==> config.mk <==
export PLATFORM = sky130hd
export DESIGN_NAME = reg_rename_unit
export DESIGN_NICKNAME = d
export VERILOG_FILES = /design/src/rtl/rename_pkg.sv /design/src/rtl/rename_free_list.sv /design/src/rtl/reg_rename_unit.sv
export SDC_FILE = /design/constraint.sdc
export NUM_CORES = 1
export LEC_CHECK = 0
export ABC_AREA = 1
export BUFFER_PORTS_ARGS = -buffer_cell sky130_fd_sc_hd__buf_2
export CORE_UTILIZATION = 25
export DETAILED_ROUTE_END_ITERATION = 10
export GPL_TIMING_DRIVEN = 0
export HOLD_SLACK_MARGIN = 0.03
export PLACE_DENSITY = 0.38
export SETUP_SLACK_MARGIN = 0.15
export SLEW_MARGIN = 20
export SYNTH_ARGS = -nofsm -noshare
export SYNTH_HDL_FRONTEND = slang
export SYNTH_SLANG_ARGS = --single-unit
==> constraint.sdc <==
create_clock -name clk -period 26.5 [get_ports clk]
set_clock_uncertainty 0.2 [all_clocks]
set_input_delay 0 -clock clk [delete_from_list [all_inputs] [get_ports clk]]
set_output_delay 0 -clock clk [all_outputs]
set_load 0.01 [all_outputs]
==> src/rtl/rename_pkg.sv <==
// Shared widths, register typedefs and free-list sizing for the rename stage.
package rename_pkg;

    localparam int ARCH_REGS_DEF = 32;
    localparam int PHYS_REGS_DEF = 64;
    localparam int AW            = $clog2(ARCH_REGS_DEF);
    localparam int PW            = $clog2(PHYS_REGS_DEF);
    localparam int FL_DEPTH      = PHYS_REGS_DEF - ARCH_REGS_DEF;

    typedef logic [AW-1:0] arch_reg_t;
    typedef logic [PW-1:0] phys_reg_t;

    // Ring pointer width; a depth of one still needs a one-bit pointer.
    function automatic int ptr_width(input int depth);
        return (depth > 1) ? $clog2(depth) : 1;
    endfunction

endpackage

==> src/rtl/rename_free_list.sv <==
// Circular free list of physical registers: pop at head, push at tail.
// With RENAME_FLUSH_EN, also tracks commit_head and rewinds head to it on flush.
module rename_free_list
    import rename_pkg::*;
#(
    parameter int ARCH_REGS = ARCH_REGS_DEF,
    parameter int PHYS_REGS = PHYS_REGS_DEF,
    localparam int PBITS = $clog2(PHYS_REGS),
    localparam int CBITS = PBITS + 1
) (
    input  logic             clk,
    input  logic             reset,
    input  logic             pop,
    output logic [PBITS-1:0] pop_data,
    input  logic             push,
    input  logic [PBITS-1:0] push_data,
`ifdef RENAME_FLUSH_EN
    input  logic             flush,
    input  logic             commit,
`endif
    output logic [CBITS-1:0] count
);

    localparam int DEPTH = PHYS_REGS - ARCH_REGS;
    localparam int PTRW  = ptr_width(DEPTH);
    localparam logic [PTRW-1:0]  LAST = PTRW'(DEPTH - 1);
    localparam logic [CBITS-1:0] FULL = CBITS'(DEPTH);

    logic [PBITS-1:0] mem_q [DEPTH];
    logic [PBITS-1:0] mem_d [DEPTH];
    logic [PTRW-1:0]  head_q, head_d;
    logic [PTRW-1:0]  tail_q, tail_d;
    logic [CBITS-1:0] count_q, count_d;
    logic             push_ok;
    logic             pop_ok;

    // Explicit wrap so a non-power-of-two ring depth still works.
    function automatic logic [PTRW-1:0] wrap_inc(input logic [PTRW-1:0] p);
        return (p == LAST) ? '0 : p + PTRW'(1);
    endfunction

`ifdef RENAME_FLUSH_EN
    logic [PTRW-1:0] commit_q, commit_d;
`endif

    always_comb begin
        mem_d   = mem_q;
        head_d  = head_q;
        tail_d  = tail_q;
        push_ok = push && (count_q != FULL);
        pop_ok  = pop && (count_q != '0);
        if (push_ok) begin
            mem_d[tail_q] = push_data;
            tail_d        = wrap_inc(tail_q);
        end
        if (pop_ok) begin
            head_d = wrap_inc(head_q);
        end
        count_d = count_q + CBITS'(push_ok) - CBITS'(pop_ok);
`ifdef RENAME_FLUSH_EN
        commit_d = commit_q;
        if (commit) begin
            commit_d = wrap_inc(commit_q);
        end
        // Everything past the committed head becomes free again.
        if (flush) begin
            head_d  = commit_d;
            count_d = FULL;
        end
`endif
    end

    always_ff @(posedge clk or posedge reset) begin
        if (reset) begin
            for (int i = 0; i < DEPTH; i++) begin
                mem_q[i] <= PBITS'(ARCH_REGS + i);
            end
            head_q  <= '0;
            tail_q  <= '0;
            count_q <= FULL;
`ifdef RENAME_FLUSH_EN
            commit_q <= '0;
`endif
        end else begin
            mem_q   <= mem_d;
            head_q  <= head_d;
            tail_q  <= tail_d;
            count_q <= count_d;
`ifdef RENAME_FLUSH_EN
            commit_q <= commit_d;
`endif
        end
    end

    assign pop_data = mem_q[head_q];
    assign count    = count_q;

    push_when_full: assert property (@(posedge clk) disable iff (reset)
        !(push && (count_q == FULL)));

endmodule

==> src/rtl/reg_rename_unit.sv <==
// Rename stage: speculative RAT plus free list, valid/ready on both sides.
// Optional mispredict recovery (committed RAT, flush input) under RENAME_FLUSH_EN.
module reg_rename_unit
    import rename_pkg::*;
#(
    parameter int ARCH_REGS = ARCH_REGS_DEF,
    parameter int PHYS_REGS = PHYS_REGS_DEF,
    localparam int AB = $clog2(ARCH_REGS),
    localparam int PB = $clog2(PHYS_REGS)
) (
    input  logic          clk,
    input  logic          reset,
`ifdef RENAME_FLUSH_EN
    input  logic          flush,
`endif
    input  logic          in_valid,
    output logic          in_ready,
    input  logic [AB-1:0] in_rd,
    input  logic [AB-1:0] in_rs1,
    input  logic [AB-1:0] in_rs2,
    input  logic          in_reg_write,
    output logic          out_valid,
    input  logic          out_ready,
    output logic [PB-1:0] out_phys_rd,
    output logic [PB-1:0] out_phys_rs1,
    output logic [PB-1:0] out_phys_rs2,
    output logic [PB-1:0] out_old_phys_rd,
    output logic          out_reg_write,
    input  logic          retire_valid,
    input  logic          retire_reg_write,
    input  logic [AB-1:0] retire_arch_rd,
    input  logic [PB-1:0] retire_phys_rd,
    input  logic [PB-1:0] retire_old_phys_rd,
    output logic [PB:0]   free_count,
    output logic          free_list_empty
);

    // Handshake: a transfer happens on a cycle where valid and ready are both
    // high at the rising edge; out_* stay stable while out_valid && !out_ready.

    logic [PB-1:0] rat_q [ARCH_REGS];
    logic [PB-1:0] rat_d [ARCH_REGS];
    logic          out_valid_q, out_valid_d;
    logic [PB-1:0] out_phys_rd_q, out_phys_rd_d;
    logic [PB-1:0] out_phys_rs1_q, out_phys_rs1_d;
    logic [PB-1:0] out_phys_rs2_q, out_phys_rs2_d;
    logic [PB-1:0] out_old_phys_rd_q, out_old_phys_rd_d;
    logic          out_reg_write_q, out_reg_write_d;
    logic          accept;
    logic          alloc;
    logic          retire_push;
    logic [PB-1:0] fl_pop_data;
    logic [PB:0]   fl_count;

`ifdef RENAME_FLUSH_EN
    logic [PB-1:0] crat_q [ARCH_REGS];
    logic [PB-1:0] crat_d [ARCH_REGS];
    assign in_ready = (!out_valid_q || out_ready) && (fl_count != '0) && !flush;
`else
    logic unused_retire_phys;
    assign unused_retire_phys = ^retire_phys_rd;
    assign in_ready = (!out_valid_q || out_ready) && (fl_count != '0);
`endif

    assign accept      = in_valid && in_ready;
    assign alloc       = accept && in_reg_write && (in_rd != '0);
    assign retire_push = retire_valid && retire_reg_write && (retire_arch_rd != '0);

    rename_free_list #(
        .ARCH_REGS (ARCH_REGS),
        .PHYS_REGS (PHYS_REGS)
    ) u_free_list (
        .clk       (clk),
        .reset     (reset),
        .pop       (alloc),
        .pop_data  (fl_pop_data),
        .push      (retire_push),
        .push_data (retire_old_phys_rd),
`ifdef RENAME_FLUSH_EN
        .flush     (flush),
        .commit    (retire_push),
`endif
        .count     (fl_count)
    );

    always_comb begin
        rat_d             = rat_q;
        out_valid_d       = out_valid_q;
        out_phys_rd_d     = out_phys_rd_q;
        out_phys_rs1_d    = out_phys_rs1_q;
        out_phys_rs2_d    = out_phys_rs2_q;
        out_old_phys_rd_d = out_old_phys_rd_q;
        out_reg_write_d   = out_reg_write_q;
        if (alloc) begin
            rat_d[in_rd] = fl_pop_data;
        end
        // Sources read the RAT before this instruction's own rd update.
        if (accept) begin
            out_valid_d       = 1'b1;
            out_phys_rs1_d    = (in_rs1 == '0) ? '0 : rat_q[in_rs1];
            out_phys_rs2_d    = (in_rs2 == '0) ? '0 : rat_q[in_rs2];
            out_phys_rd_d     = alloc ? fl_pop_data : '0;
            out_old_phys_rd_d = alloc ? rat_q[in_rd] : '0;
            out_reg_write_d   = alloc;
        end else if (out_ready) begin
            out_valid_d = 1'b0;
        end
`ifdef RENAME_FLUSH_EN
        crat_d = crat_q;
        if (retire_push) begin
            crat_d[retire_arch_rd] = retire_phys_rd;
        end
        if (flush) begin
            rat_d       = crat_d;
            out_valid_d = 1'b0;
        end
`endif
    end

    always_ff @(posedge clk or posedge reset) begin
        if (reset) begin
            for (int i = 0; i < ARCH_REGS; i++) begin
                rat_q[i] <= PB'(i);
            end
            out_valid_q       <= 1'b0;
            out_phys_rd_q     <= '0;
            out_phys_rs1_q    <= '0;
            out_phys_rs2_q    <= '0;
            out_old_phys_rd_q <= '0;
            out_reg_write_q   <= 1'b0;
        end else begin
            rat_q             <= rat_d;
            out_valid_q       <= out_valid_d;
            out_phys_rd_q     <= out_phys_rd_d;
            out_phys_rs1_q    <= out_phys_rs1_d;
            out_phys_rs2_q    <= out_phys_rs2_d;
            out_old_phys_rd_q <= out_old_phys_rd_d;
            out_reg_write_q   <= out_reg_write_d;
        end
    end

`ifdef RENAME_FLUSH_EN
    always_ff @(posedge clk or posedge reset) begin
        if (reset) begin
            for (int i = 0; i < ARCH_REGS; i++) begin
                crat_q[i] <= PB'(i);
            end
        end else begin
            crat_q <= crat_d;
        end
    end
`endif

    assign out_valid       = out_valid_q;
    assign out_phys_rd     = out_phys_rd_q;
    assign out_phys_rs1    = out_phys_rs1_q;
    assign out_phys_rs2    = out_phys_rs2_q;
    assign out_old_phys_rd = out_old_phys_rd_q;
    assign out_reg_write   = out_reg_write_q;
    assign free_count      = fl_count;
    assign free_list_empty = (fl_count == '0);

endmodule
# Word level (Yosys, flattened, before mapping)
# Index checks and enable logic that the tools add are counted.
classes:
  n_bitwise: 5
  reduce_logical: 19
  n_addsub: 4
  n_mux: 26
  eq_ne: 3
  magnitude_cmp: 7
op_table:
  columns: ["cell", "count"]
  rows:
  - ["192-bit bitwise mux", 2]
  - ["6-bit binary-select mux with 5-bit select", 4]
  - ["6-bit two-way mux", 14]
  - ["6-bit demux with 5-bit select", 2]
  - ["6-bit >= comparator (second input constant)", 5]
  - ["5-bit NOT with 6-bit output", 5]
  - ["6-bit by 1-bit < comparator with 1-bit output (second input constant)", 2]
  - ["5-bit by 1-bit adder with 5-bit output (second input constant)", 2]
  - ["5-bit == test (second input constant)", 2]
  - ["1-bit logical AND", 10]
  - ["5-bit zero test", 2]
  - ["5-bit two-way mux", 2]
  - ["5-bit nonzero test", 2]
  - ["7-bit by 1-bit adder with 7-bit output", 1]
  - ["7-bit zero test", 1]
  - ["7-bit by 6-bit != test with 1-bit output (second input constant)", 1]
  - ["7-bit nonzero test", 1]
  - ["7-bit by 1-bit subtractor with 7-bit output", 1]
  - ["1-bit two-way mux", 2]
  - ["2-bit nonzero test", 1]
  - ["1-bit zero test", 1]
  - ["1-bit logical OR", 1]
word_totals:
  regBits: 427
  out_inout_bits: 35
  wordCells: 137

# Depth between registers and ports, before layout
# Gate-level depths: netlist of the first run.
logic_depth:
  word_depth: 8
  mapped_depth: 18
  depth_no_buf: 17

# Hierarchy
# Synthesis of the first run repeated with hierarchy kept, for this count alone.
unflattened:
  cells_unflattened: 3798
  area_unflattened_um2: 25829.8
modules_own_cells:
  columns: ["module", "cells_per_inst", "seq_area_each_um2", "instances", "area_per_inst_um2"]
  rows:
  - ["reg_rename_unit", 2342, 5555.3, 1, 14774.2]
  - ["rename_free_list", 1456, 5371.4, 1, 11055.6]

# Worst setup path before layout of the first run
# No wires, ideal clock.
synth_path:
  kind: "register to register"
  from: "register u_free_list.count_q[5], in the netlist u_free_list.count[5]"
  to: "register u_free_list.count_q[6], in the netlist u_free_list.count[6]"
  setup_ns: 0.116
  arrival_ns: 2.977
  path_stages_with_launch: 18
  slack_ns: 23.207
  synth_period_minus_slack_ns: 3.293
  t_required_ns: 26.184
  cell_sequence: "dfstp_2 > inv_1 > ha_1 > nand4_1 > nand3_1 > nor2_4 > buf_1 > ha_1 > inv_1 > ha_1 > inv_1 > fa_1 > o21ai_0 > nand2_1 > nand2_1 > a21oi_1 > nand2_1 > nand2_1"
synth_via:
  elab_chain_cells: 7
  word_cells_on_any_way: 10
  cone_classes: "add/sub (2); eq/ne (1); reduce/logical (7)"
synth_lines:
  columns: ["element", "line_no", "text"]
  rows:
  - ["start: declaration", "rename_free_list.sv:33", "logic [CBITS-1:0] count_q, count_d;"]
  - ["start signal: assignment", "rename_free_list.sv:88", "count_q <= count_d;"]
  - ["7-bit nonzero test *", "rename_free_list.sv:51, reg_rename_unit.sv:62", null]
  - ["1-bit logical AND", "reg_rename_unit.sv:62", "assign in_ready = (!out_valid_q || out_ready) && (fl_count != '0);"]
  - ["1-bit logical AND", "reg_rename_unit.sv:65", "assign accept = in_valid && in_ready;"]
  - ["1-bit logical AND (2 in series)", "reg_rename_unit.sv:66", "assign alloc = accept && in_reg_write && (in_rd != '0);"]
  - ["1-bit logical AND *", "rename_free_list.sv:51", "pop_ok = pop && (count_q != '0);"]
  - ["net u_free_list.pop_ok", "rename_free_list.sv:35", "logic pop_ok;"]
  - ["7-bit by 1-bit subtractor with 7-bit output *", "rename_free_list.sv:59", "count_d = count_q + CBITS'(push_ok) - CBITS'(pop_ok);"]
  - ["net u_free_list.count_d[6]", "rename_free_list.sv:33", null]
# Mark *: on every way through the listed nets, which the timed path passes. The rest lies on a longest branch.
# A chain may end at the register's enable or synchronous reset.

# Worst setup path after layout of the first run
# Same ends and word-level chain as after synthesis.

==> results of run 1 <==
## layer usage
metal  GRT usage [%]  vias to the layer above  routed length [um]
met5               0                        -                  13
met4            11.1                        2                5800
met3            3.03                      222                7340
met2            37.4                      944               53400
met1            34.7                    12338               56300
li1                -                    11820                   -
## timing repair
action / 4_1_cts / 5_1_grt
resized for setup: 0 / 0
endpoints found under the hold margin: 618 / 0
hold buffers: 37 / 0
## flip-flops by register name (all words and copies together) (netlist names)
name and count:
u_free_list.count 7, u_free_list.mem_q 192, out_phys_rs1 6, rat_q 192
out_phys_rd 6, u_free_list.head_q 5, out_old_phys_rd 6, out_reg_write 1
out_valid 1, out_phys_rs2 6, u_free_list.tail_q 5
## power by group through the flow
stage	sequential, mW	clock, mW	combinational [mW]
final	1.14	0.785	1.16
after global routing	1.17	0.832	1.27
after CTS	1.14	0.809	1.16
after detailed placement	1.14	0	1.15
after global placement	1.15	0	1.15
after floorplan	1.07	0	0.679
## worst paths after layout
path / depth (start not counted) / startpoint / endpoint / slack, ns
max reg2reg: 17 / u_free_list.count[5] / u_free_list.count[6] / 22.02
min in group asynchronous: 4 / reset / u_free_list.count[6] / 0.36
min: 5 / in_valid / rat_q[146] / -0.01
max in group asynchronous: 7 / reset / u_free_list.mem_q[151] / 24.15
min reg2reg: 2 / rat_q[97] / rat_q[97] / 0.27
max: 17 / u_free_list.count[5] / u_free_list.count[6] / 22.02
## worst reg2reg max path: cells and delay by family, from the launching register on
kind | cells | cell delay, ns
AOI/OAI and AO/OA | 2 | 0.39
adders and majority gates | 4 | 1.15
buffers and inverters | 4 | 0.92
and+or+nand+nor | 7 | 1.17
DFF | 1 | 0.57
## cell families after synthesis
logic type	after synthesis	share of synthesized area [%]
simple gates	2282	37.9
compound gates	454	9.79
flops	427	44.4
buf+inv	405	6.73
fa+ha+maj	18	0.946
xor+xnor	6	0.214
## synth_stat cells (all sizes together)
cell type     n  area share (%)
nand2      1386              21
nand3       444             9.0
nor2        427             7.0
o21ai       304             6.2
dfrtp       234              24
dfstp       193              21
inv         169             2.6
clkbuf      137             2.1
a21oi        97             2.0
buf          96             2.0
o211ai       53             1.6
ha           17            0.86
nor3         16            0.47
nand4         5            0.13
or2           4            0.10
xor2          4            0.14
clkinv        3           0.046
xnor2         2           0.071
fa            1           0.081
## stage by stage
step	util, %	area, um2	setup WS [ns]	power (mW)
final	29.8	28900	22.02	3.09
after global routing	29.8	28900	21.64	3.27
after CTS	29.8	28900	21.86	3.10
after detailed placement	27.5	26700	21.83	2.29
after global placement	27.3	26500	7.88	2.29
after floorplan	-	24600	14.73	1.75
## area by class of cell
cell class                      count  area (um2)
Antenna cell                        1        2.50
Buffer                            233        1010
Clock buffer                       84        1570
Clock inverter                     16         293
Fill cell                       10824       68200
Inverter                          172         656
Multi-Input combinational cell   2760       12000
Sequential cell                   427       10900
Tap cell                         1276        1600
Timing Repair Buffer              101         813
==> results.txt, run 1 <==
----------------------------------------------------
[Routing]
  Number of remaining DRC errors ... 0
  Via density ... 5.00
  Drt first-iter violations ... 2,915
  Routed len/inst ... 24.2 um
  Routed wire length ... 123 mm
  Iteration count of the initial detailed-routing pass ... 6
  Antenna Violating Nets Remaining ... 0
  Vias after detailed routing ... 25,326

[Worst setup path]
  Cells along the critical path ... inv_1, ha_1, nand4_1, nand3_1, nor2_4, buf_1, ha_1, inv_1, ha_1, inv_1, fa_1, o21ai_0, nand2_1, nand2_1, a21oi_1, nand2_1, nand2_1
  CP Launch Type ... flip-flop
  Critical path buffer and inverter count ... 4
  Critical path start-end classification ... reg2reg
  Most repeated library cell on the critical path ... sky130_fd_sc_hd__nand2_1
  Slowest-stage cell, CP ... sky130_fd_sc_hd__buf_1
  Delay of the slowest cell on the worst path ... 0.73 ns
  Kind of cell with the highest combined delay on the critical path ... simple AND/OR/NAND/NOR gates
  CP endpoint kind ... flip-flop
  Worst Path Required ... 26.82 ns
  Largest fanout on the critical path ... 10
  Arrival time worst endpoint ... 4.80 ns

[STA]
  Crit path time final ... 4.48 ns
  Slew at the pin with the worst max-slew slack ... 1.18 ns
  Hold Violations, Final ... 2
  Setup TNS ... 0 ns
  Setup Viol. Count Final ... 0
  Maximum clock frequency ... 0.223 GHz
  Post-route worst hold slack ... -0.0106 ns
  Setup repair after global routing missed its margin ... false
  Headroom to the max-slew limit ... 20.9%
  Portion of the clock cycle consumed by the worst path in the final layout ... 16.9%
  Count of final max-slew check failures ... 0

[Global routing]
  Gr ovfl total ... 0
  Global-route wire length before repair ... 177 mm
  GR Util All Layers ... 24.6%
  Antenna violations before repair ... 4
  Via count of the first global-routing pass ... 24,239
  Pin count of the biggest net entering global routing ... 86

[CTS]
  Number of clock sinks ... 427
  CTS Root Cell ... sky130_fd_sc_hd__clkbuf_16
  Clock buffer depth ... 3
  Clock latency reported for the late side of the worst-skew pair ... 0.69 ns
  Clock tree from TritonCTS ... done
  Number of buffers created by CTS ... 54
  Number of H-tree levels ... 2
  Setup fix buffers added after clock tree synthesis ... 0
  Clock-pin transition on the worst setup and hold timing paths ... 0.06 ns

[Power]
  Peak ir drop on the vdd network ... 0.0516 mV
  Combinational cell fraction of total power ... 37.6%
  Share of power burned in registers ... 37.0%
  Clock group share of total power ... 25.4%
  Switching share of total power ... 44.1%
  Power density cells ... 107 nW/um2
  Total leakage power ... 13.2 nW
  Power dissipated by switching net loads ... 1.36 mW
  Internal Pwr Total ... 1.72 mW

[Logic synthesis]
  Synthesized cell area ... 24,600 um2
  Number of distinct standard cells referenced by the synthesized netlist ... 30
  Sequential share of the synthesized area ... 44.4%
  Synthesized netlist net count ... 3,649
  Synthesized instance count ... 3,592
  Synthesis Warnings ... 0
  Synthesized flop and latch total ... 427
  Mean instance size in the synthesized netlist ... 6.85 um2

[Placement]
  Number of placed instances with taps included ... 4,932
  Global placement routability congestion ... 0.996
  PortBufs ... 58
  Estimated wirelength of the detail-placed design ... 91.1 mm

[Die]
  FP Rows ... 114
  Core region area ... 97,100 um2
  Die outline area ... 99,700 um2
  Die outline height ... 316 um
  Number of primary I/O pins ... 74
  Die width ... 316 um
  Initial cell density of the core ... 25.3%

[Final layout]
  Most frequent cells in the layout ... sky130_fd_sc_hd__nand2_1, sky130_fd_sc_hd__nand3_1, sky130_fd_sc_hd__nor2_1, sky130_fd_sc_hd__o21ai_0, sky130_fd_sc_hd__dfrtp_1
  Number of nets in the layout ... 3,806
  Area added between synthesis and finish ... 17.5%
  Most common library cell in the layout ignoring fill and taps ... sky130_fd_sc_hd__nand2_1
  Non-filler instance count after layout ... 5,070
  Fraction of layout instances using a drive strength above 1 ... 12.8%

[Status]
  Result of the run ... finished with violations
  Failing checks ... hold timing

[Job]
  Maxcap violations ... 0

[Min path]
  Class of the most critical hold timing path ... in2reg

----------------------------------------------------
No activity file was read; power rests on OpenSTA's default activity.
==> run 2: changes to the inputs <==
--- a/config.mk
+++ b/config.mk
@@ -11,7 +11,7 @@
 export DETAILED_ROUTE_END_ITERATION = 10
 export GPL_TIMING_DRIVEN = 0
 export HOLD_SLACK_MARGIN = 0.03
-export PLACE_DENSITY = 0.38
+export PLACE_DENSITY = 0.39
 export SETUP_SLACK_MARGIN = 0.15
 export SLEW_MARGIN = 20
 export SYNTH_ARGS = -nofsm -noshare
==> constraint.sdc (replaced) <==
create_clock -name clk -period 4 [get_ports clk]
set_clock_uncertainty 0.2 [all_clocks]
set_input_delay 0 -clock clk [delete_from_list [all_inputs] [get_ports clk]]
set_output_delay 0 -clock clk [all_outputs]
set_load 0.01 [all_outputs]
==> results.txt, run 2 (synthesis results as in run 1) <==
----------------------------------------------------
[Status]
  Result of the run ... finished clean (was finished with violations)

[CTS]
  Clock buffer depth ... 3 (unchanged)
  Number of buffers created by CTS ... 52 (was 54)
  CTS Root Cell ... sky130_fd_sc_hd__clkbuf_16 (unchanged)
  Clock tree from TritonCTS ... done (unchanged)
  Number of clock sinks ... 427 (unchanged)
  Clock-pin transition on the worst setup and hold timing paths ... 0.06 ns (about the same)
  Number of H-tree levels ... 2 (unchanged)
  Clock latency reported for the late side of the worst-skew pair ... 0.66 ns (was 0.69 ns)

[Routing]
  Routed wire length ... 122 mm (was 123 mm)
  Via density ... 4.97 (was 5.00)
  Routed len/inst ... 24.0 um (was 24.2 um)
  Drt first-iter violations ... 2,844 (was 2,915)
  Number of remaining DRC errors ... 0 (unchanged)
  Vias after detailed routing ... 25,269 (was 25,326)
  Iteration count of the initial detailed-routing pass ... 6 (unchanged)
  Antenna Violating Nets Remaining ... 0 (unchanged)

[STA]
  Portion of the clock cycle consumed by the worst path in the final layout ... 92.5% (was 16.9%)
  Count of final max-slew check failures ... 0 (unchanged)
  Crit path time final ... 3.70 ns (was 4.48 ns)
  Slew at the pin with the worst max-slew slack ... 1.18 ns (about the same)
  Setup Viol. Count Final ... 0 (unchanged)
  Crit path setup slack, layout ... 0.299 ns (was 22.02 ns)
  Maximum clock frequency ... 0.270 GHz (was 0.223 GHz)
  Setup repair after global routing missed its margin ... false (unchanged)
  Hold Violations, Final ... 0 (was 2)
  Headroom to the max-slew limit ... 21.1% (was 20.9%)

[Power]
  Combinational cell fraction of total power ... 37.8% (was 37.6%)
  Power density cells ... 696 nW/um2 (was 107 nW/um2)
  Total leakage power ... 13.3 nW (was 13.2 nW)
  Design Power ... 20.2 mW (was 3.09 mW)
  Internal Pwr Total ... 11.3 mW (was 1.72 mW)
  Power dissipated by switching net loads ... 8.92 mW (was 1.36 mW)
  Peak ir drop on the vdd network ... 0.397 mV (was 0.0516 mV)
  Switching share of total power ... 44.0% (was 44.1%)
  Clock group share of total power ... 24.8% (was 25.4%)
  Share of power burned in registers ... 37.3% (was 37.0%)

[Global routing]
  GR Util All Layers ... 24.4% (was 24.6%)
  Antenna violations before repair ... 5 (was 4)
  Via count of the first global-routing pass ... 24,249 (was 24,239)
  Gr ovfl total ... 0 (unchanged)
  Global-route wire length before repair ... 176 mm (was 177 mm)
  Pin count of the biggest net entering global routing ... 33 (was 86)

[Die]
  Die outline height ... 316 um (unchanged)
  Die width ... 316 um (unchanged)
  Initial cell density of the core ... 25.3% (unchanged)
  Number of primary I/O pins ... 74 (unchanged)
  FP Rows ... 114 (unchanged)
  Die outline area ... 99,700 um2 (unchanged)
  Core region area ... 97,100 um2 (unchanged)

[Placement]
  Global placement routability congestion ... 1.03 (was 0.996)
  Number of placed instances with taps included ... 4,944 (was 4,932)
  Minimum setup slack after placement ... -0.764 ns (was 21.83 ns)
  PortBufs ... 58 (unchanged)
  Estimated wirelength of the detail-placed design ... 91.2 mm (was 91.1 mm)
  Placed Area ... 26,900 um2 (was 26,700 um2)

[Final layout]
  Final Util ... 30.0% (was 29.8%)
  Most frequent cells in the layout ... sky130_fd_sc_hd__nand2_1, sky130_fd_sc_hd__nand3_1, sky130_fd_sc_hd__nor2_1, sky130_fd_sc_hd__o21ai_0, sky130_fd_sc_hd__dfrtp_1 (unchanged)
  Summed area of non-filler cells in the final layout ... 29,100 um2 (was 28,900 um2)
  Count of filler cells inserted in the layout ... 10,703 (was 10,824)
  Non-filler instance count after layout ... 5,081 (was 5,070)
  Area added between synthesis and finish ... 18.2% (was 17.5%)
  Most common library cell in the layout ignoring fill and taps ... sky130_fd_sc_hd__nand2_1 (unchanged)
  Fraction of layout instances using a drive strength above 1 ... 13.2% (was 12.8%)
  Number of nets in the layout ... 3,818 (was 3,806)

[Worst setup path]
  Worst Path Required ... 4.36 ns (was 26.82 ns)
  CP endpoint kind ... flip-flop (unchanged)
  Largest fanout on the critical path ... 10 (unchanged)
  Cells along the critical path ... inv_2, clkbuf_1, nand3_1, nand3_1, nand2_1, nor2_1, nand2_1, buf_2, nand3_1, nand2_1, dlygate4sd3_1 (was inv_1, ha_1, nand4_1, nand3_1, nor2_4, buf_1, ha_1, inv_1, ha_1, inv_1, fa_1, o21ai_0, nand2_1, nand2_1, a21oi_1, nand2_1, nand2_1)
  Critical path start-end classification ... reg2reg (unchanged)
  Kind of cell with the highest combined delay on the critical path ... buffers and inverters (was simple AND/OR/NAND/NOR gates)
  Startpoint of the lowest-slack register-to-register path ... u_free_list.head_q[1] (was u_free_list.count[5])
  Delay of the slowest cell on the worst path ... 0.57 ns (was 0.73 ns)
  CP Launch Type ... flip-flop (unchanged)
  Critical path buffer and inverter count ... 4 (unchanged)
  Launch point of the worst path ... u_free_list.head_q[1] (was u_free_list.count[5])
  Slowest-stage cell, CP ... sky130_fd_sc_hd__clkbuf_1 (was sky130_fd_sc_hd__buf_1)
  Arrival time worst endpoint ... 4.06 ns (was 4.80 ns)

[Min path]
  Class of the most critical hold timing path ... in2reg (unchanged)
  Start point of the worst hold path ... retire_old_phys_rd[4] (was in_valid)

[Job]
  Maxcap violations ... 0 (unchanged)

----------------------------------------------------
## run 2: final timing paths
check                           depth (start not counted)  slack [ns]                      to
worst min register to register                          2        0.27               rat_q[49]
max in group asynchronous                              10        1.76  u_free_list.mem_q[119]
worst min-delay path                                    4        0.07  u_free_list.mem_q[118]
worst max-delay path                                   11        0.30              rat_q[158]
worst max register to register                         11        0.30              rat_q[158]
min in group asynchronous                               4        0.29              rat_q[143]
## run 2: what timing repair did
action	CTS	global route
hold buffers	36	0
setup endpoints to repair	6	1
endpoints found under the hold margin	619	0
pin swaps	2	0
setup buffers	3	0
resized for setup	6	2
## run 2: worst reg2reg max path: cells and delay by family, from the launching register on
family / cells / cell delay, ns
buffers and inverters: 4 / 1.62
DFF: 1 / 0.44
and+or+nand+nor: 7 / 1.36
## run 2: power groups by stage
| stage | registers (mW) | logic, mW | clock network, mW |
|---|---|---|---|
| 2_1_floorplan | 7.08 | 4.50 | 0 |
| 3_3_place_gp | 7.57 | 7.48 | 0 |
| 3_5_place_dp | 7.54 | 7.55 | 0 |
| 4_1_cts | 7.51 | 7.60 | 5.18 |
| 5_1_grt | 7.72 | 8.43 | 5.34 |
| 6_report | 7.56 | 7.66 | 5.02 |
## run 2: cell type report
type / instances / area [um2] / area share [%]
buffer: 233 / 1020 / 3.49
sequential: 427 / 10900 / 37.6
timing repair buffer: 115 / 1050 / 3.61
tap: 1276 / 1600 / 5.49
antenna: 1 / 2.50 / 0.00860
inverter: 172 / 652 / 2.24
clock inverter: 17 / 269 / 0.925
clock buffer: 80 / 1540 / 5.28
multi-input combinational: 2760 / 12000 / 41.4
## run 2: metal layers
layer	up-vias	routed length, um	share of wire (%)	track usage [%]
met5	-	0	0	0
met3	187	8750	7.2	3.56
met4	0	4270	3.5	8.38
met2	973	49800	41	35.1
li1	11832	-	-	-
met1	12277	58800	48	36.8
## run 2: stage by stage
step | TNS (ns) | hold WS [ns]
detailed placement | -1.99 | -0.180
CTS | 0 | 0.0475
global route | 0 | 0.106
global placement | -1760.00 | 0.171
finish | 0 | 0.0682
floorplan | -472.62 | -0.0603
==> run 3: changes to the inputs <==
--- a/config.mk
+++ b/config.mk
@@ -6,7 +6,7 @@
 export NUM_CORES = 1
 export LEC_CHECK = 0
 export ABC_AREA = 1
-export BUFFER_PORTS_ARGS = -buffer_cell sky130_fd_sc_hd__buf_2
+export BUFFER_PORTS_ARGS = -buffer_cell sky130_fd_sc_hd__buf_4
 export CORE_UTILIZATION = 25
 export DETAILED_ROUTE_END_ITERATION = 10
 export GPL_TIMING_DRIVEN = 0
@@ -16,4 +16,6 @@
 export SLEW_MARGIN = 20
 export SYNTH_ARGS = -nofsm -noshare
 export SYNTH_HDL_FRONTEND = slang
+export SYNTH_HIERARCHICAL = 1
 export SYNTH_SLANG_ARGS = --single-unit
+export TNS_END_PERCENT = 5
==> results.txt, run 3 <==
----------------------------------------------------
[Final layout]
  Count of filler cells inserted in the layout ... 11,358 (was 10,703)
  Most common library cell in the layout ignoring fill and taps ... sky130_fd_sc_hd__nand2_1 (unchanged)
  Area added between synthesis and finish ... 18.5% (was 18.2%)
  Fraction of layout instances using a drive strength above 1 ... 13.7% (was 13.2%)
  Summed area of non-filler cells in the final layout ... 30,600 um2 (was 29,100 um2)
  Number of nets in the layout ... 4,021 (was 3,818)
  Most frequent cells in the layout ... sky130_fd_sc_hd__nand2_1, sky130_fd_sc_hd__nand3_1, sky130_fd_sc_hd__dfrtp_1, sky130_fd_sc_hd__dfstp_2, sky130_fd_sc_hd__inv_1 (was sky130_fd_sc_hd__nand2_1, sky130_fd_sc_hd__nand3_1, sky130_fd_sc_hd__nor2_1, sky130_fd_sc_hd__o21ai_0, sky130_fd_sc_hd__dfrtp_1)

[CTS]
  Number of clock sinks ... 427 (unchanged)
  CTS Root Cell ... sky130_fd_sc_hd__clkbuf_16 (unchanged)
  Clock tree from TritonCTS ... done (unchanged)
  Number of buffers created by CTS ... 55 (was 52)
  Clock buffer depth ... 3 (unchanged)
  Clock-pin transition on the worst setup and hold timing paths ... 0.07 ns (was 0.06 ns)
  Number of H-tree levels ... 2 (unchanged)
  Clock latency reported for the late side of the worst-skew pair ... 0.70 ns (was 0.66 ns)

[Logic synthesis]
  Number of synthesized flops with an enable pin ... 0 (unchanged)
  Area share of the largest cell type after synthesis ... 24.3% (was 23.8%)
  Synthesized cell area ... 25,800 um2 (was 24,600 um2)
  Most repeated cell in the gate-level netlist after synthesis ... sky130_fd_sc_hd__nand2_1 (unchanged)
  Synthesized instance count ... 3,798 (was 3,592)
  Number of distinct standard cells referenced by the synthesized netlist ... 34 (was 30)
  Share of flip-flops with an asynchronous set or reset after synthesis ... 100% (unchanged)
  Synthesized flop and latch total ... 427 (unchanged)
  Cell type with the largest total area after synthesis ... sky130_fd_sc_hd__nand2_1 (was sky130_fd_sc_hd__dfrtp_1)
  Post-synth top flop ... sky130_fd_sc_hd__dfrtp_1 (unchanged)
  Synthesized netlist net count ... 3,855 (was 3,649)
  Sequential share of the synthesized area ... 42.3% (was 44.4%)
  Synthesis Warnings ... 6 (was 0)
  Mean instance size in the synthesized netlist ... 6.80 um2 (was 6.85 um2)
  Post-synth top cells ... sky130_fd_sc_hd__nand2_1, sky130_fd_sc_hd__nand3_1, sky130_fd_sc_hd__dfrtp_1, sky130_fd_sc_hd__dfstp_2, sky130_fd_sc_hd__inv_1 (was sky130_fd_sc_hd__nand2_1, sky130_fd_sc_hd__nand3_1, sky130_fd_sc_hd__nor2_1, sky130_fd_sc_hd__o21ai_0, sky130_fd_sc_hd__dfrtp_1)
  Top cells by area, synth ... sky130_fd_sc_hd__nand2_1, sky130_fd_sc_hd__dfrtp_1, sky130_fd_sc_hd__dfstp_2 (was sky130_fd_sc_hd__dfrtp_1, sky130_fd_sc_hd__nand2_1, sky130_fd_sc_hd__dfstp_2)

[STA]
  Slew at the pin with the worst max-slew slack ... 1.21 ns (was 1.18 ns)
  Hold Violations, Final ... 0 (unchanged)
  Portion of the clock cycle consumed by the worst path in the final layout ... 94.3% (was 92.5%)
  Setup repair after global routing missed its margin ... true (was false)
  Count of final max-slew check failures ... 0 (unchanged)
  Headroom to the max-slew limit ... 19.6% (was 21.1%)
  Crit path time final ... 3.77 ns (was 3.70 ns)
  Maximum clock frequency ... 0.265 GHz (was 0.270 GHz)
  Setup Viol. Count Final ... 0 (unchanged)
  Setup TNS ... 0 ns (unchanged)

[Placement]
  Global placement routability congestion ... 1.05 (was 1.03)
  Estimated wirelength of the detail-placed design ... 100 mm (was 91.2 mm)
  Placed Area ... 28,200 um2 (was 26,900 um2)
  PortBufs ... 57 (was 58)

[Global routing]
  Global-route wire length before repair ... 195 mm (was 176 mm)
  GR Util All Layers ... 26.2% (was 24.4%)
  Pin count of the biggest net entering global routing ... 93 (was 33)
  Gr ovfl total ... 0 (unchanged)
  Via count of the first global-routing pass ... 25,721 (was 24,249)
  Antenna violations before repair ... 2 (was 5)

[Worst setup path]
  Critical path start-end classification ... reg2reg (unchanged)
  Cells along the critical path ... buf_2, clkbuf_1, nand2_1, nand2_1, a21oi_1, nand3_1, nand3_1, nand2_1, clkbuf_1, nand3_1, nand2_1 (was inv_2, clkbuf_1, nand3_1, nand3_1, nand2_1, nor2_1, nand2_1, buf_2, nand3_1, nand2_1, dlygate4sd3_1)
  Critical path buffer and inverter count ... 3 (was 4)
  Worst Path Required ... 4.38 ns (was 4.36 ns)
  CP Launch Type ... flip-flop (unchanged)
  Worst reg2reg setup slack ... 0.23 ns (was 0.30 ns)
  Kind of cell with the highest combined delay on the critical path ... buffers and inverters (unchanged)
  Most repeated library cell on the critical path ... sky130_fd_sc_hd__nand2_1
  Worst flop-to-flop path endpoint ... rat_q[65] (was rat_q[158])
  Delay of the slowest cell on the worst path ... 0.85 ns (was 0.57 ns)
  Arrival time worst endpoint ... 4.15 ns (was 4.06 ns)
  Number of cell instances on the worst register-to-register path ... 11 (unchanged)
  Slowest-stage cell, CP ... sky130_fd_sc_hd__clkbuf_1 (unchanged)
  Largest fanout on the critical path ... 10 (unchanged)
  Startpoint of the lowest-slack register-to-register path ... u_free_list/head_q[0] (was u_free_list.head_q[1])
  CP endpoint kind ... flip-flop (unchanged)

[Routing]
  Iteration count of the initial detailed-routing pass ... 8 (was 6)
  Number of remaining DRC errors ... 0 (unchanged)
  Drt first-iter violations ... 3,215 (was 2,844)
  Vias after detailed routing ... 27,220 (was 25,269)
  Met2 wire len ... 60.2 mm (was 49.8 mm)
  Routed len/inst ... 25.5 um (was 24.0 um)
  Routed wire length ... 137 mm (was 122 mm)
  Detailed-routed wire length on met3 ... 9.91 mm (was 8.75 mm)
  Antenna Violating Nets Remaining ... 0 (unchanged)
  Via density ... 5.06 (was 4.97)
  Top layer used by detailed routing ... met5 (was met4)
  Post-Route M1 WL ... 61.0 mm (was 58.8 mm)

[Job]
  Maxcap violations ... 0 (unchanged)

[Min path]
  Class of the most critical hold timing path ... in2reg (unchanged)
  Start point of the worst hold path ... in_rs2[1] (was retire_old_phys_rd[4])
  Cells on Worst Hold Path ... 9 (was 4)
  Sink of the worst hold path ... out_phys_rs2[4] (was u_free_list.mem_q[118])

[Die]
  Die width ... 323 um (was 316 um)
  Die outline height ... 323 um (was 316 um)
  FP Rows ... 117 (was 114)
  Die outline area ... 105,000 um2 (was 99,700 um2)
  Core region area ... 102,000 um2 (was 97,100 um2)
  Number of primary I/O pins ... 74 (unchanged)
  Initial cell density of the core ... 25.3% (about the same)

[Power]
  Power density cells ... 676 nW/um2 (was 696 nW/um2)
  Total leakage power ... 14.7 nW (was 13.3 nW)
  Peak ir drop on the vdd network ... 0.323 mV (was 0.397 mV)

[Status]
  Result of the run ... finished clean (unchanged)

----------------------------------------------------
-- run 3: cell types whose count changed after synthesis, moves of 20 or more --
cell,before,now
sky130_fd_sc_hd__buf_2,71,103
sky130_fd_sc_hd__clkbuf_1,137,116
sky130_fd_sc_hd__inv_1,152,185
sky130_fd_sc_hd__nand2_1,1385,1671
sky130_fd_sc_hd__nand3_1,443,708
sky130_fd_sc_hd__nand4_1,5,50
sky130_fd_sc_hd__nor2_1,396,175
sky130_fd_sc_hd__nor2_2,21,1
sky130_fd_sc_hd__o21ai_0,303,68
-- run 3: kinds of logic (layout without fill, tap and decap cells) --
group | Yosys count | in the layout | synth area share [%]
flops | 427 | 427 | 42.3
other cells | 0 | 2 | 0
buf+inv | 470 | 683 | 7.90
xor+xnor | 8 | 8 | 0.271
simple gates | 2650 | 2650 | 43.7
compound gates | 225 | 225 | 4.89
fa+ha+maj | 18 | 18 | 0.901
-- run 3: worst min-delay path: cells and delay by family --
| family | cells | cell delay (ns) |
|---|---|---|
| simple gates | 8 | 0.79 |
| buf+inv | 1 | 0.11 |
-- run 3: cell type report --
type	instances	area (um2)	area share, %
Multi-Input combinational cell	2901	12900	42.1
Sequential cell	427	10900	35.7
Tap cell	1368	1710	5.59
Clock buffer	82	1630	5.32
Buffer	266	1300	4.24
Timing Repair Buffer	109	1060	3.47
Inverter	204	777	2.54
Clock inverter	22	324	1.06
Antenna cell	2	5.00	0.0164
-- run 3: worst max-delay path by stage --
stage,from,to,slack (ns),cells after the start
final,u_free_list/head_q[0],rat_q[65],0.23,11
after floorplan,reset,u_free_list/count[0],-1.72,1
after global placement,reset,u_free_list/count[3],-5.22,2
after CTS,u_free_list/count[5],u_free_list/count[6],0.13,18
after detailed placement,u_free_list/count[5],u_free_list/count[6],-0.86,18
after global routing,u_free_list/count[5],u_free_list/count[6],0.13,18
-- run 3: power by group --
group          total (mW)  switching, mW  leakage, nW  internal (mW)
clock network        5.37           2.15        0.960           3.21
registers            7.40           1.27         5.13           6.13
logic                7.92           5.84         8.62           2.08
-- run 3: through the flow --
step                utilization, %  setup slack, ns  std cells  hold WS [ns]  total power, mW
floorplan                        -            -1.72       3798        -0.104             11.5
global placement              27.4            -5.22       5223      -0.00819             15.2
detailed placement            27.7           -0.858       5234        -0.257             15.2
CTS                           30.0            0.127       5376        0.0302             20.8
global route                  30.0            0.128       5379         0.115             21.9
finish                        30.0            0.226       5381        0.0967             20.7
-- run 3: timing repair --
| item | CTS | global route |
|---|---|---|
| endpoints found under the hold margin | 743 | 0 |
| cloned | 0 | 0 |
| hold buffers | 37 | 0 |
| pin swaps | 1 | 2 |
| endpoints found under the setup margin | 12 | 4 |
| setup buffers | 1 | 3 |
| resized for setup | 7 | 2 |
-- run 3: routing by layer --
layer / GRT usage [%] / vias to the layer above
met4: 10.8 / 4
met2: 40.4 / 1115
met3: 4.19 / 267
li1: - / 12549
met5: 0 / -
met1: 36.1 / 13285
